--- src/rtl/video_start_controller.sv ---
// Start sequencer for the output video generator: waits for a stable PLL and an
// input frame, fires a delayed start pulse, then restarts if input frames stop.
module video_start_controller #(
    parameter int START_DELAY = 16,
    parameter int LOCK_STABLE = 1024,
    parameter int TIMEOUT     = 4194304
) (
    input  logic       clock,
    input  logic       reset,
    input  logic       pll_locked,
    input  logic       config_changed,
    input  logic       input_frame_start,
    input  logic       fullcycle,
    output logic       starttrigger,
    output logic       video_reset,
    output logic       running,
    output logic [7:0] restart_count,
    output logic [2:0] state
);

    localparam int LW = (LOCK_STABLE < 2) ? 1 : $clog2(LOCK_STABLE);
    localparam int DW = (START_DELAY < 1) ? 1 : $clog2(START_DELAY + 1);

    typedef enum logic [2:0] {
        HOLD       = 3'd0,
        WAIT_LOCK  = 3'd1,
        WAIT_FRAME = 3'd2,
        DELAY      = 3'd3,
        TRIGGER    = 3'd4,
        RUN        = 3'd5
    } state_t;

    state_t        state_q, state_d;
    logic [3:0]    holdCnt_q, holdCnt_d;
    logic [LW-1:0] lockCnt_q, lockCnt_d;
    logic [DW-1:0] delayCnt_q, delayCnt_d;
    logic [23:0]   watchdog_q, watchdog_d;
    logic [7:0]    restartCount_q, restartCount_d;
    logic          startTrigger_q;
    logic          videoReset_q;
    logic          runState_q;

    // Lost lock outranks a config change, which outranks frame and watchdog events.
    always_comb begin
        state_d        = state_q;
        restartCount_d = restartCount_q;
        case (state_q)
            HOLD: begin
                if (!config_changed && holdCnt_q == 4'hF) state_d = WAIT_LOCK;
            end
            WAIT_LOCK: begin
                if (config_changed)
                    state_d = HOLD;
                else if (pll_locked && lockCnt_q == LW'(LOCK_STABLE - 1))
                    state_d = WAIT_FRAME;
            end
            WAIT_FRAME, DELAY, TRIGGER, RUN: begin
                if (!pll_locked) begin
                    state_d = WAIT_LOCK;
                end else if (config_changed) begin
                    state_d = HOLD;
                end else begin
                    case (state_q)
                        WAIT_FRAME: begin
                            if (input_frame_start)
                                state_d = (START_DELAY == 0) ? TRIGGER : DELAY;
                        end
                        DELAY: begin
                            if (delayCnt_q == DW'(START_DELAY)) state_d = TRIGGER;
                        end
                        TRIGGER: state_d = RUN;
                        default: begin
                            if (!input_frame_start && watchdog_q == 24'(TIMEOUT - 1)) begin
                                state_d = HOLD;
                                if (restartCount_q != 8'hFF)
                                    restartCount_d = restartCount_q + 8'd1;
                            end
                        end
                    endcase
                end
            end
            default: state_d = HOLD;
        endcase
    end

    // Each counter runs only while its state persists; any entry starts it afresh.
    always_comb begin
        holdCnt_d  = (state_q == HOLD && state_d == HOLD && !config_changed)
                   ? holdCnt_q + 4'd1 : 4'd0;
        lockCnt_d  = (state_q == WAIT_LOCK && state_d == WAIT_LOCK && pll_locked)
                   ? lockCnt_q + LW'(1) : '0;
        delayCnt_d = (state_d != DELAY) ? '0
                   : (state_q == DELAY) ? delayCnt_q + DW'(1) : DW'(1);
        watchdog_d = (state_q == RUN && state_d == RUN && !input_frame_start)
                   ? watchdog_q + 24'd1 : 24'd0;
    end

    always_ff @(posedge clock or posedge reset) begin
        if (reset) begin
            state_q        <= HOLD;
            holdCnt_q      <= 4'd0;
            lockCnt_q      <= '0;
            delayCnt_q     <= '0;
            watchdog_q     <= 24'd0;
            restartCount_q <= 8'd0;
            startTrigger_q <= 1'b0;
            videoReset_q   <= 1'b1;
            runState_q     <= 1'b0;
        end else begin
            state_q        <= state_d;
            holdCnt_q      <= holdCnt_d;
            lockCnt_q      <= lockCnt_d;
            delayCnt_q     <= delayCnt_d;
            watchdog_q     <= watchdog_d;
            restartCount_q <= restartCount_d;
            startTrigger_q <= (state_d == TRIGGER);
            videoReset_q   <= (state_d == HOLD) || (state_d == WAIT_LOCK) || (state_d == WAIT_FRAME);
            runState_q     <= (state_d == RUN);
        end
    end

    assign starttrigger  = startTrigger_q;
    assign video_reset   = videoReset_q;
    assign running       = runState_q & fullcycle;
    assign restart_count = restartCount_q;
    assign state         = state_q;

endmodule

--- config.mk ---
export PLATFORM = sky130hd
export DESIGN_NAME = video_start_controller
export DESIGN_NICKNAME = d
export VERILOG_FILES = /design/src/rtl/video_start_controller.sv
export SDC_FILE = /design/constraint.sdc
export NUM_CORES = 1
export LEC_CHECK = 0
export BUFFER_PORTS_ARGS = -buffer_cell sky130_fd_sc_hd__buf_2
export CAP_MARGIN = 40
export CORE_MARGIN = 1
export CORE_UTILIZATION = 40
export CTS_CLUSTER_DIAMETER = 120
export CTS_CLUSTER_SIZE = 24
export DETAILED_ROUTE_END_ITERATION = 16
export GPL_TIMING_DRIVEN = 0
export PLACE_DENSITY = 0.63
export SYNTH_ARGS = -nofsm -noshare
export SYNTH_HDL_FRONTEND = slang
export SYNTH_SLANG_ARGS = --single-unit
--- constraint.sdc ---
create_clock -name clock -period 2.2 [get_ports clock]
set_input_delay 0.22 -clock clock [delete_from_list [all_inputs] [get_ports clock]]
set_output_delay 0.22 -clock clock [all_outputs]
set_load 0.005 [all_outputs]
# ---- Word level (Yosys, flattened, before mapping)
# Cells that the tools add are included.
dict set report totals {
  elab_cells 65
  reg_bits 57
  inputBits 6
  output_inout_bits 14
}
dict set report op_classes {
  addsub 5
  reduce_logical 18
  bitwise_logic 3
  eq_ne 15
  n_mux 15
}
# op count
set op_table {}
lappend op_table {{adder 24 x 1 -> 24 bit (second input constant)} 1}
lappend op_table {{equality test 24 x 22 -> 1 bit (second input constant)} 1}
lappend op_table {{2-to-1 mux 24 bit} 1}
lappend op_table {{2-to-1 mux 3 bit} 8}
lappend op_table {{one-hot mux 3 bit (3 select lines)} 2}
lappend op_table {{equality test 3 bit (second input constant)} 4}
lappend op_table {{adder 10 x 1 -> 10 bit (second input constant)} 1}
lappend op_table {{equality test 10 bit (second input constant)} 1}
lappend op_table {{2-to-1 mux 10 bit} 1}
lappend op_table {{2-to-1 mux 5 bit} 2}
lappend op_table {{equality test 3 x 2 -> 1 bit (second input constant)} 3}
lappend op_table {{logical AND 1 bit} 9}
lappend op_table {{adder 8 x 1 -> 8 bit (second input constant)} 1}
lappend op_table {{inequality test 8 bit (second input constant)} 1}
lappend op_table {{equality test 3 x 1 -> 1 bit (second input constant)} 2}
lappend op_table {{logical NOT 3 bit} 2}
lappend op_table {{AND reduction 6 bit} 1}
lappend op_table {{adder 5 x 1 -> 5 bit (second input constant)} 1}
lappend op_table {{equality test 5 bit (second input constant)} 1}
lappend op_table {{adder 4 x 1 -> 4 bit (second input constant)} 1}
lappend op_table {{equality test 4 bit (second input constant)} 1}
lappend op_table {{2-to-1 mux 4 bit} 1}
lappend op_table {{OR reduction 4 bit} 1}
lappend op_table {{inequality test 3 x 2 -> 1 bit (second input constant)} 1}
lappend op_table {{5 further kinds} 8}

# ---- Depth between registers and ports, before layout
dict set report depth {
  word_depth 11
  ltp_mapped 7
  ltp_nobuf 7
}

# ---- Worst setup path before layout
# Ideal clock, no wire load.
dict set report synth_timing {
  path_type {register to register}
  from {reg state_q[0] (netlist: state[0])}
  to {reg delayCnt_q[1]}
  path_stages_with_launch 8
  setup_time_ns 0.141
  setup_slack_ns 0.145
  required_ns 2.059
  period_less_slack_ns 2.055
  arrival_time_ns 1.913
  path_cell_list {dfrtp_1 > buf_2 > or4b_4 > nor2_1 > nand3_1 > a211oi_2 > buf_2 > nor3_1}
}
dict set report synth_between {
  elab_chain_len 7
  word_cells_on_any_way 20
}
# item line
set synth_lines {}
lappend synth_lines {{start, declared} 33} ;# state_t state_q, state_d;
lappend synth_lines {{start signal, assigned} 110} ;# state_q <= state_d;
lappend synth_lines {{equality test 3 bit, or another cell as far along} {47, 63}}
lappend synth_lines {{one-hot mux 3 bit (3 select lines)} 63} ;# case (state_q)
lappend synth_lines {{2-to-1 mux 3 bit} 60} ;# end else if (config_changed) begin
lappend synth_lines {{2-to-1 mux 3 bit} 58} ;# if (!pll_locked) begin
lappend synth_lines {{one-hot mux 3 bit (3 select lines)} 47} ;# case (state_q)
lappend synth_lines {{inequality test 3 x 2 -> 1 bit} 92} ;# delayCnt_d = (state_d != DELAY) ? '0
lappend synth_lines {{2-to-1 mux 5 bit (*)} 92}
lappend synth_lines {{via delayCnt_d[1]} 36} ;# logic [DW-1:0] delayCnt_q, delayCnt_d;
lappend synth_lines {{end signal, assigned} 113} ;# delayCnt_q <= delayCnt_d;
lappend synth_lines {{end, declared} 36}
# Mark *: on every way through the listed nets, which the timed path passes. The rest lies on a longest branch.
# A chain may end at the register's enable or synchronous reset.

# ---- Worst setup path after layout
dict set report layout_timing {
  from {reg watchdog_q[8]}
  to {reg restartCount_q[1] (netlist: restart_count[1])}
}
dict set report layout_between {
  elab_chain_len 3
}
# item line
set layout_lines {}
lappend layout_lines {{start, declared} 37} ;# logic [23:0] watchdog_q, watchdog_d;
lappend layout_lines {{start signal, assigned} 114} ;# watchdog_q <= watchdog_d;
lappend layout_lines {{equality test 24 x 22 -> 1 bit} 73} ;# if (!input_frame_start && watchdog_q == 24'(TIMEOUT - 1)) begin
lappend layout_lines {{logical AND 1 bit} 73}
lappend layout_lines {{AND reduction 6 bit (no source line)} -}
lappend layout_lines {{end signal, assigned} 115} ;# restartCount_q <= restartCount_d;
lappend layout_lines {{end, declared} 38} ;# logic [7:0] restartCount_q, restartCount_d;
# No other way between the ends.

==> impl_metrics.yaml <==
hold_path:
  hold_class: "in2reg"
clock_network:
  numCtsBuffers: 9
  cts.htree.levels: 3
  cts_buffer_depth: 2
  clkTransAtPathRegs_ns: 0.06
  root_buffer: "clkbuf_8"
  clock_latency_ns: 0.33
  cts_tree: "built"
  clkSinkCount: 57
yosys:
  syn_inst: 269
  async_reset_ff_share_pct: 100
  syn_avg_cell_area_um2: 10.3
  synth_xor_xnor_area_share_pct: 13.6
  synth_compound_area_share_pct: 3.12
  synth-seq-area-share_pct: 51.5
  synthAdderAreaFrac_pct: 2.71
  synth.area.mux_share_pct: 0.407
  ys_warn_count: 0
  synth_nets: 281
  synth_edf_count: 0
  synth_simple_gate_area_share_pct: 26.3
  yosys_most_used_dff: "dfrtp_1"
  synth-seq-cells: 57
  synth_top_family_by_area: "simple AND/OR/NAND/NOR gates"
  synth_area_um2: 2770
  synth.distinct_cells: 36
global_route:
  grt_pass1_vias: 1913
  grt_usage_pct: 16.1
  grt_max_degree: 40
  grt_pass1_wl_um: 9050
  grt_overflow: 0
  antenna_found_initial: 0
worst_setup_path:
  arrival_ns: 2.33
  path_delay_family: "simple AND/OR/NAND/NOR gates"
  critical_path_class: "reg2reg"
  crit_path_max_fanout: 8
  startpoint_type: "flip-flop"
  crit_chain: "nand4_1 -> or4_4 -> nor4_4 -> buf_4 -> mux2_2"
  slowest_stage: "or4_4"
  cpPeakStageDelay_ns: 0.60
  cp_num_buf_inv: 1
  endpoint_kind: "flip-flop"
  cp.required_ns: 2.41
floorplanning:
  die_x_um: 85.2
  rows: 29
  start_util_pct: 42.4
  core_area_um2: 6530
  die_h_um: 85.2
  die_area_um2: 7260
  num_io_pins: 20
power_and_ir_drop:
  power.switching_w: 0.000431
  p_leak_nw: 1.43
  clkPwrFrac_pct: 43.9
  ir_drop_mv: 0.214
  internal_power_w: 0.00153
  power.density_nw_per_um2: 600
  seq_power_share_pct: 53.8
  p_sw_share_pct: 22.0
  power_frac_comb_pct: 2.3
run:
  maxCapViolCount: 0
layout:
  multiInputGateArea_um2: 1320
  n_antenna_cell: 0
  drive_gt1_share_pct: 18.8
  ff_latch_area_um2: 1430
  n_fill_cell: 608
  nets: 320
  final_util_pct: 50.1
  synthToLayoutAreaGrowth_pct: 18.1
sta:
  slew_headroom_pct: 68.6
  hold_violations: 0
  tns_ns: 0
  layout_min_cycle_time_ns: 2.11
  worst_pin_slew_ns: 0.468
  finalClockSkew_ns: 0.00603
  post-route-period-util_pct: 96.0
  maxSlewViolCount: 0
  max_freq_mhz: 473
  setup-violations-final: 0
placed_design:
  place_hpwl_um: 3570
  place_congestion: 0.823
  port_buffers: 19
routing:
  wl_um: 5220
  vias: 2036
  dr.pass1.iters: 4
  drtAntennaViolNets: 0
  viasPerCell: 5.22
  route.detailed.drc: 0
  avgRoutedWirePerCell_um: 13.4
  drt_iter0_markers: 102
run_status:
  status: "completed"
[per-layer routing]
metal | global-route usage, % | wire, um | vias up
met5 | 0 | 0 | -
met4 | 8.78 | 114 | 0
met3 | 3.21 | 136 | 11
met2 | 24.0 | 2260 | 29
met1 | 22.0 | 2710 | 972
li1 | - | - | 1024
[tightest hold or removal path, cell delays in order]
cell and delay, ns:
buf_2 0.12, nor3b_1 0.08, o31ai_4 0.09, nor2_1 0.05
[cell usage after synthesis, types with 2 or more instances]
| cell | n | area share [%] |
|---|---|---|
| nor4_1 | 3 | 0.68 |
| nand3_1 | 23 | 4.2 |
| and2_1 | 5 | 1.1 |
| nor2_1 | 34 | 4.6 |
| inv_1 | 10 | 1.4 |
| and4_1 | 6 | 1.9 |
| and3_1 | 8 | 1.8 |
| nand2_1 | 14 | 1.9 |
| nor3_1 | 19 | 3.4 |
| xnor2_1 | 21 | 6.6 |
| ha_1 | 6 | 2.7 |
| xor2_1 | 22 | 7.0 |
| dfrtp_1 | 56 | 51 |
| nor3b_1 | 2 | 0.54 |
| nand4_1 | 15 | 3.4 |
| buf_2 | 4 | 0.72 |
| nor2b_1 | 2 | 0.45 |
[power by group through the flow]
stage	Clock [W]	Combinational, W	Sequential [W]
after global placement	0	0.0000399	0.00108
after global routing	0.000942	0.0000527	0.00106
after CTS	0.000893	0.0000467	0.00106
final	0.000862	0.0000448	0.00106
after detailed placement	0	0.0000454	0.00108
after floorplan	0	0.0000256	0.00107
[area by class of cell]
class / count / area share [%]
multi-input cells: 196 / 40.5
plain buffers: 5 / 0.956
repair buffers: 28 / 5.43
clock buffers: 13 / 4.86
flip-flops and latches: 57 / 43.6
clock inverters: 3 / 0.459
well taps: 77 / 2.94
inverters: 11 / 1.26
[logic make-up after synthesis]
logic type	count (synthesis)
AND/OR/NAND/NOR	136
flip-flops	57
XOR/XNOR	43
buffers and inverters	16
AO/OA/AOI/OAI	10
adder cells (fa/ha/maj)	6
multiplexers	1
[cell usage in the layout (no fill, tap or decap), drive strengths merged, types with 2 or more instances in the layout]
master / count
nor3b: 2
nand3: 23
nand2: 14
nand4: 15
nor2b: 2
ha: 6
and4: 6
inv: 11
nor4: 4
and2: 6
clkbuf: 16
xor2: 22
and3: 8
nor2: 34
nor3: 19
buf: 29
xnor2: 21
a211oi: 2
dfrtp: 56
clkinv: 3
[what timing repair did]
action | CTS | global route
pin swaps | 4 | 4
endpoints found under the setup margin | 40 | 40
hold endpoints to repair | 17 | 0
cloned | 0 | 0
hold buffers | 1 | 0
gates resized for setup | 3 | 9
buffers inserted | 3 | 4
[per-stage QoR]
stage          power, W  setup WS (ns)  cell area, um^2  std cells  hold WS [ns]
4_1_cts         0.00200         0.0180             3210        386         0.237
3_5_place_dp    0.00112         -0.257             2980        366         0.236
5_1_grt         0.00205       -0.00273             3270        390         0.269
2_1_floorplan   0.00110          0.145             2770        269         0.439
3_3_place_gp    0.00112         -0.234             2960        365         0.462
6_report        0.00196         0.0872             3270        390         0.264
[final timing paths]
| kind | cells past startpoint | slack (ns) | startpoint | endpoint |
|---|---|---|---|---|
| max | 5 | 0.09 | watchdog_q[8]$_DFF_PP0_ | restart_count[1]$_DFFE_PP0P_ |
| min | 4 | 0.26 | input_frame_start | watchdog_q[23]$_DFF_PP0_ |
| max reg2reg | 5 | 0.09 | watchdog_q[8]$_DFF_PP0_ | restart_count[1]$_DFFE_PP0P_ |
| min reg2reg | 1 | 0.47 | holdCnt_q[0]$_DFF_PP0_ | holdCnt_q[0]$_DFF_PP0_ |
| max in group asynchronous | 4 | 1.22 | reset | watchdog_q[1]$_DFF_PP0_ |
| min in group asynchronous | 3 | 0.44 | reset | restart_count[5]$_DFFE_PP0P_ |
[flip-flops by register name, indices dropped and copies added, names as in the netlist]
| register | flops |
|---|---|
| state | 3 |
| holdCnt_q | 4 |
| delayCnt_q | 5 |
| lockCnt_q | 10 |
| runState_q | 1 |
| restart_count | 8 |
| starttrigger | 1 |
| watchdog_q | 24 |
| video_reset | 1 |
Power figures use the tool's default switching activity.
